File: src/rtl/pwm_pkg.sv
// Shared definitions for the multi-channel PWM: counting modes, count direction
// and the helper that locates one channel's duty field in the packed duty bus.
package pwm_pkg;

  localparam logic MODE_EDGE   = 1'b0;
  localparam logic MODE_CENTER = 1'b1;

  typedef enum logic {
    DIR_UP   = 1'b0,
    DIR_DOWN = 1'b1
  } dir_t;

  // Usable in constant expressions, e.g. to slice the duty bus per channel.
  function automatic int unsigned chan_lsb(input int unsigned ch, input int unsigned width);
    return ch * width;
  endfunction

endpackage

File: src/rtl/pwm_channel.sv
// One PWM output: double-buffered duty/polarity and a registered comparator
// that is evaluated against the phase the counter moves to on this edge.
module pwm_channel
  import pwm_pkg::*;
#(
  parameter int WIDTH = 16
) (
  input  logic             clk,
  input  logic             rst,
  input  logic             enable,
  input  logic             swap,
  input  logic [WIDTH-1:0] phase_next,
  input  logic [WIDTH-1:0] high_time,
  input  logic             invert,
  output logic             out
);

  logic [WIDTH-1:0] ht_sh;
  logic [WIDTH-1:0] ht_next;
  logic             inv_sh;
  logic             inv_next;
  logic             out_next;

  // Using the post-swap shadows lets new settings govern phase 0 of a new period.
  always_comb begin
    ht_next  = swap ? high_time : ht_sh;
    inv_next = swap ? invert : inv_sh;
    out_next = inv_next;
    if (enable) begin
      out_next = (phase_next < ht_next) ^ inv_next;
    end
  end

  always_ff @(posedge clk or posedge rst) begin
    if (rst) begin
      ht_sh  <= '0;
      inv_sh <= 1'b0;
      out    <= 1'b0;
    end else begin
      ht_sh  <= ht_next;
      inv_sh <= inv_next;
      out    <= out_next;
    end
  end

endmodule

File: src/rtl/pwm_multi.sv
// Multi-channel PWM with one shared period counter (edge or center aligned)
// and settings that are swapped in only at period boundaries.
module pwm_multi
  import pwm_pkg::*;
#(
  parameter int WIDTH    = 16,
  parameter int CHANNELS = 4
) (
  input  logic                      clk,
  input  logic                      rst,
  input  logic                      enable,
  input  logic                      mode,
  input  logic [WIDTH-1:0]          wave_length,
  input  logic [CHANNELS*WIDTH-1:0] high_time,
  input  logic [CHANNELS-1:0]       invert,
  input  logic                      load,
  output logic                      load_done,
  output logic [CHANNELS-1:0]       out,
  output logic                      last_cycle
);

  localparam logic [WIDTH-1:0] ONE = WIDTH'(1);

  logic [WIDTH-1:0] count_q;
  logic [WIDTH-1:0] count_d;
  logic [WIDTH-1:0] wl_sh;
  logic [WIDTH-1:0] wl_d;
  dir_t             dir_q;
  dir_t             dir_d;
  logic             mode_sh;
  logic             mode_d;
  logic             pending_q;
  logic             pending_d;
  logic             running_q;
  logic             at_end;
  logic             boundary;
  logic             swap;
  logic             last_d;

  // True when phase p is the last one of its period; wl<=1 in center mode
  // never reaches the down-count, so it wraps exactly like edge mode.
  function automatic logic final_phase(input logic [WIDTH-1:0] p, input dir_t d,
                                       input logic [WIDTH-1:0] wl, input logic md);
    if (md == MODE_EDGE || wl <= ONE) begin
      return p >= wl;
    end
    return (d == DIR_DOWN) && (p == ONE);
  endfunction

  // running_q low means the next enabled edge starts a fresh, full period at phase 0.
  always_comb begin
    at_end    = final_phase(count_q, dir_q, wl_sh, mode_sh);
    boundary  = !enable || !running_q || at_end;
    swap      = boundary && (pending_q || load);
    pending_d = swap ? 1'b0 : (pending_q | load);
    wl_d      = swap ? wave_length : wl_sh;
    mode_d    = swap ? mode : mode_sh;
    count_d   = '0;
    dir_d     = DIR_UP;
    if (enable && running_q && !at_end) begin
      if (mode_sh == MODE_CENTER && (dir_q == DIR_DOWN || count_q >= wl_sh)) begin
        count_d = count_q - ONE;
        dir_d   = DIR_DOWN;
      end else begin
        count_d = count_q + ONE;
        dir_d   = dir_q;
      end
    end
    last_d = enable && final_phase(count_d, dir_d, wl_d, mode_d);
  end

  always_ff @(posedge clk or posedge rst) begin
    if (rst) begin
      count_q    <= '0;
      dir_q      <= DIR_UP;
      wl_sh      <= '0;
      mode_sh    <= MODE_EDGE;
      pending_q  <= 1'b0;
      running_q  <= 1'b0;
      load_done  <= 1'b0;
      last_cycle <= 1'b0;
    end else begin
      count_q    <= count_d;
      dir_q      <= dir_d;
      wl_sh      <= wl_d;
      mode_sh    <= mode_d;
      pending_q  <= pending_d;
      running_q  <= enable;
      load_done  <= swap;
      last_cycle <= last_d;
    end
  end

  for (genvar i = 0; i < CHANNELS; i++) begin : g_ch
    pwm_channel #(
      .WIDTH(WIDTH)
    ) u_ch (
      .clk       (clk),
      .rst       (rst),
      .enable    (enable),
      .swap      (swap),
      .phase_next(count_d),
      .high_time (high_time[chan_lsb(i, WIDTH) +: WIDTH]),
      .invert    (invert[i]),
      .out       (out[i])
    );
  end

endmodule

File: config.mk
export PLATFORM = sky130hd
export DESIGN_NAME = pwm_multi
export DESIGN_NICKNAME = d
export VERILOG_FILES = /design/src/rtl/pwm_pkg.sv /design/src/rtl/pwm_channel.sv /design/src/rtl/pwm_multi.sv
export SDC_FILE = /design/constraint.sdc
export NUM_CORES = 1
export LEC_CHECK = 0
export ABC_AREA = 1
export CORE_UTILIZATION = 61
export DETAILED_ROUTE_END_ITERATION = 8
export GPL_TIMING_DRIVEN = 0
export PLACE_DENSITY_LB_ADDON = 0.3
export SLEW_MARGIN = 10
export SYNTH_ARGS = -nofsm -noshare
export SYNTH_HDL_FRONTEND = slang
export SYNTH_SLANG_ARGS = --single-unit
export TNS_END_PERCENT = 30
File: constraint.sdc
create_clock -name clk -period 5.4 [get_ports clk]
set_input_delay 1.08 -clock clk [delete_from_list [all_inputs] [get_ports clk]]
set_output_delay 1.08 -clock clk [all_outputs]
set_load 0.1 [all_outputs]
==> results.txt <==
* Fraction of registers with async set/reset: 1.00
- Die outline area: 12,700 sq um
* Average wire per cell in the routed design: 16.0 microns
- Number of enable-type register cells in the synthesized netlist: 0
* Crit-path most repeated cell: nand2_1
- Number of nets still failing antenna checks after routing: 0
- 95 I/O pins were placed.
- Entering global routing, the biggest net connects 66 pins.
- Layout Nets: 1,236
* Clock tree from TritonCTS: built
- The longest clock path from root to sink contains 2 buffers.
* Utilization after layout: 0.746
* Clock Pin Slew Worst Setup and Hold Paths: 80 ps
- Setup fix buffers added after clock tree synthesis: 0
- The number of pins with negative max-slew slack in the final report was 0.
* Worst clock skew: 9.30 ps
- Critical Path Fanout Max: 10
* Number of different library cells in the post-synthesis netlist: 34
* Comb pwr share: 0.242
- Switching power share of the total: 0.307
- 0 antenna diodes ended up in the layout.
- Of the total power, the clock network draws 0.322.
- Final worst path period need: 4580 ps
- Buffer type at the clock tree root: clkbuf_16
- Power density of the placed cells: 241 nW/um^2
- Worst-case headroom to the max-slew limit: 0.351
- In the final layout, the share of cells above drive strength 1 is 0.118.
- Pint: 1.49 mW
- The total overflow left after global routing is 0.
- Final non-filler cell area: 8930 sq um
- The critical path goes through inv_1, ha_1, nand4_1, nor2_1, nor2_1, nand2_1, nand2_1, nand2_1, nand2_1, nand2_4, nand2_4, buf_1, buf_1, o21ai_1, ha_1, a21oi_1, o21ai_0, nand3_1, a21oi_1, a2111oi_0, nand2_1, nand2_1, nand2_1.
- The clock net in this run drives a total of 110 sinks.
- Gates resized, CTS repair: 0
- The run finished with clean final reports.
- The share of the Yosys chip area taken by registers is 0.369.
- Cell area after synthesis: 7470 sq um
- Across the run, the number of max-cap violations was 0.
- M1 WL: 8.26 mm
- The initial utilization of the core area, before any placement, comes to 0.624.
- Slew at the pin with the worst max-slew slack: 970 ps
- Detailed Routing Iterations Pass 1: 5
* Port-buffer cells: 94
- The worst hold path belongs to the class reg2reg.
* HPWL after detailed placement: 14.6 mm
- After floorplanning, the core was sized to cover 12,000 sq um.
- Data arrival at the endpoint of the critical path: 4840 ps
* Share of total power in sequential cells: 0.435
- Slowest stage cell on the critical path: dfrtp_1
* DRT iter0 DRCs: 370
- The detailed router used layers up to and including met4.
- In the synthesized netlist the dominant register cell turns out to be dfrtp_1.
* Area Growth Syn to Fin: 19.6%
* Maximum single-stage delay on the critical path: 540 ps
* Height of the chip: 113 microns
* Switching power summed over all nets: 0.660 mW
* Overall fraction of global-route tracks in use: 0.328
* Routed length on met2: 9.16 mm
- STA classifies the critical path startpoint as a flip-flop.
* Hold buffers post-CTS: 0
- Detailed route wirelength on metal3: 997 microns
* Placed cell area: 8620 sq um
- The setup path with the least slack is of type reg2reg.
- Global-route wire length before repair: 31.9 mm
* Total detailed-routing wirelength: 19.2 mm
- Setup violators final: 0
- The later pin in the worst-skew pair is clocked with a latency of 360 ps.
- Summing internal, switching and leakage power gives 2.15 mW.
* Static leakage power: 4.71 nW
- Fmax: 218 MHz
- Synthesized instance count: 946
- In this run the number of H-tree levels came out at 3.
- Crit end category: flip-flop
- The via count of the first global-routing pass is 6,567.
- For the worst setup path, the data required time is 5660 ps.
- IR analysis of the VDD net gives a maximum drop of 271 uV.
- In this run the mean area of a mapped cell was 7.89 sq um.
- After detailed routing, the number of remaining DRC violations is 0.
- Post-synth net total: 1,130
- The floorplan step set the die width to 113 microns.
- The number of endpoints with negative hold slack in the final report was 0.
- The initial antenna violation count is 0.
- The filler cells instantiated in the layout total 930.
- Share of the cycle needed by the critical path after routing: 0.848
- The worst register-to-register path has a setup slack of 820 ps.
- Mean number of vias per cell: 5.46
* Count of vias placed by the detailed router: 6,571
- TritonCTS Buffers: 9
* Register bit count reported by yosys: 110
- Setup repair after global routing left no endpoint under its margin.
* Final weighted congestion in routability-driven placement: 0.917
- Synth warnings: 0
- Rows: 40
==> placed cells by master, fill, tap and decap left out, drive strengths merged <==
cell type,count
a2111oi,3
a211o,2
a211oi,6
a21oi,37
a31oi,2
and2,4
and3,1
buf,17
bufinv,1
clkbuf,20
clkdlybuf4s50,94
clkinv,2
clkinvlp,1
dfrtp,110
ha,95
inv,166
nand2,189
nand3,37
nand4,10
nor2,56
nor3,10
nor4,7
o211ai,7
o21ai,88
or2,65
xnor2,5
xor2,22
==> area by class of cell <==
type	count	area, sq um	area share
tap	147	184	0.0206
clock buffer	9	225	0.0252
inverter	163	617	0.0691
clock inverter	7	78.8	0.00883
buffer	27	145	0.0163
timing repair buffer	95	968	0.108
multi-input combinational	646	3960	0.443
sequential	110	2750	0.308
==> logic make-up after synthesis <==
kind of cell / Yosys count / share of synthesized area
flops: 110 / 0.369
buf+inv: 190 / 0.101
simple gates: 379 / 0.231
fa+ha+maj: 95 / 0.159
xor+xnor: 27 / 0.0317
compound gates: 145 / 0.108
==> state kept, by name, summed over array words and instances, names as in the netlist, 4 cells and up <==
name	cells
count_q	16
wl_sh	16
g_ch.u_ch.out	4
g_ch.u_ch.ht_sh	64
g_ch.u_ch.inv_sh	4
==> critical path, delay by kind of cell (launching register included) <==
kind | cells | cell delay (ps)
and+or+nand+nor | 13 | 1210
AOI/OAI and AO/OA | 5 | 970
adders and majority gates | 2 | 660
DFF | 1 | 540
buffers and inverters | 3 | 1060
==> final timing paths <==
path,from,endpoint,cells past startpoint
max in group asynchronous,rst,wl_sh[1],3
max,count_q[0],g_ch[1].u_ch.out,23
min,g_ch[3].u_ch.ht_sh[11],g_ch[3].u_ch.ht_sh[11],2
max reg2reg,count_q[0],g_ch[1].u_ch.out,23
min reg2reg,g_ch[3].u_ch.ht_sh[11],g_ch[3].u_ch.ht_sh[11],2
min in group asynchronous,rst,g_ch[0].u_ch.inv_sh,2
==> through the flow <==
| stage | hold WS, ps | std cells | setup TNS [ps] | setup slack, ps |
|---|---|---|---|---|
| 2_1_floorplan | 464 | 946 | 0 | 1420 |
| 3_3_place_gp | 481 | 1187 | -23540 | -223 |
| 3_5_place_dp | 494 | 1188 | 0 | 629 |
| 4_1_cts | 513 | 1204 | 0 | 907 |
| 5_1_grt | 540 | 1204 | 0 | 550 |
| 6_report | 513 | 1204 | 0 | 821 |
==> synth_stat cells, drive strengths merged, types with 10 or more instances <==
| cell type | n | area share |
|---|---|---|
| o21ai | 88 | 0.063 |
| dfrtp | 110 | 0.37 |
| nand2 | 189 | 0.097 |
| xor2 | 22 | 0.026 |
| clkbuf | 11 | 0.0055 |
| nand3 | 37 | 0.025 |
| nor2 | 56 | 0.028 |
| buf | 16 | 0.014 |
| nor3 | 10 | 0.0074 |
| a21oi | 37 | 0.025 |
| inv | 163 | 0.082 |
| ha | 95 | 0.16 |
| nand4 | 10 | 0.0084 |
| or2 | 65 | 0.054 |
==> layer usage <==
layer / GRT usage / up-vias
met5: 0 / -
met3: 0.0562 / 49
met4: 0.162 / 0
met2: 0.551 / 202
li1: - / 3253
met1: 0.411 / 3067
==> power by group through the flow <==
stage | registers, mW | logic [mW] | clock network [mW]
after floorplan | 0.953 | 0.338 | 0
after global placement | 0.948 | 0.496 | 0
after detailed placement | 0.952 | 0.515 | 0
after CTS | 0.936 | 0.521 | 0.703
after global routing | 0.943 | 0.584 | 0.733
final | 0.936 | 0.521 | 0.692
(Power assumes the default switching activity.)
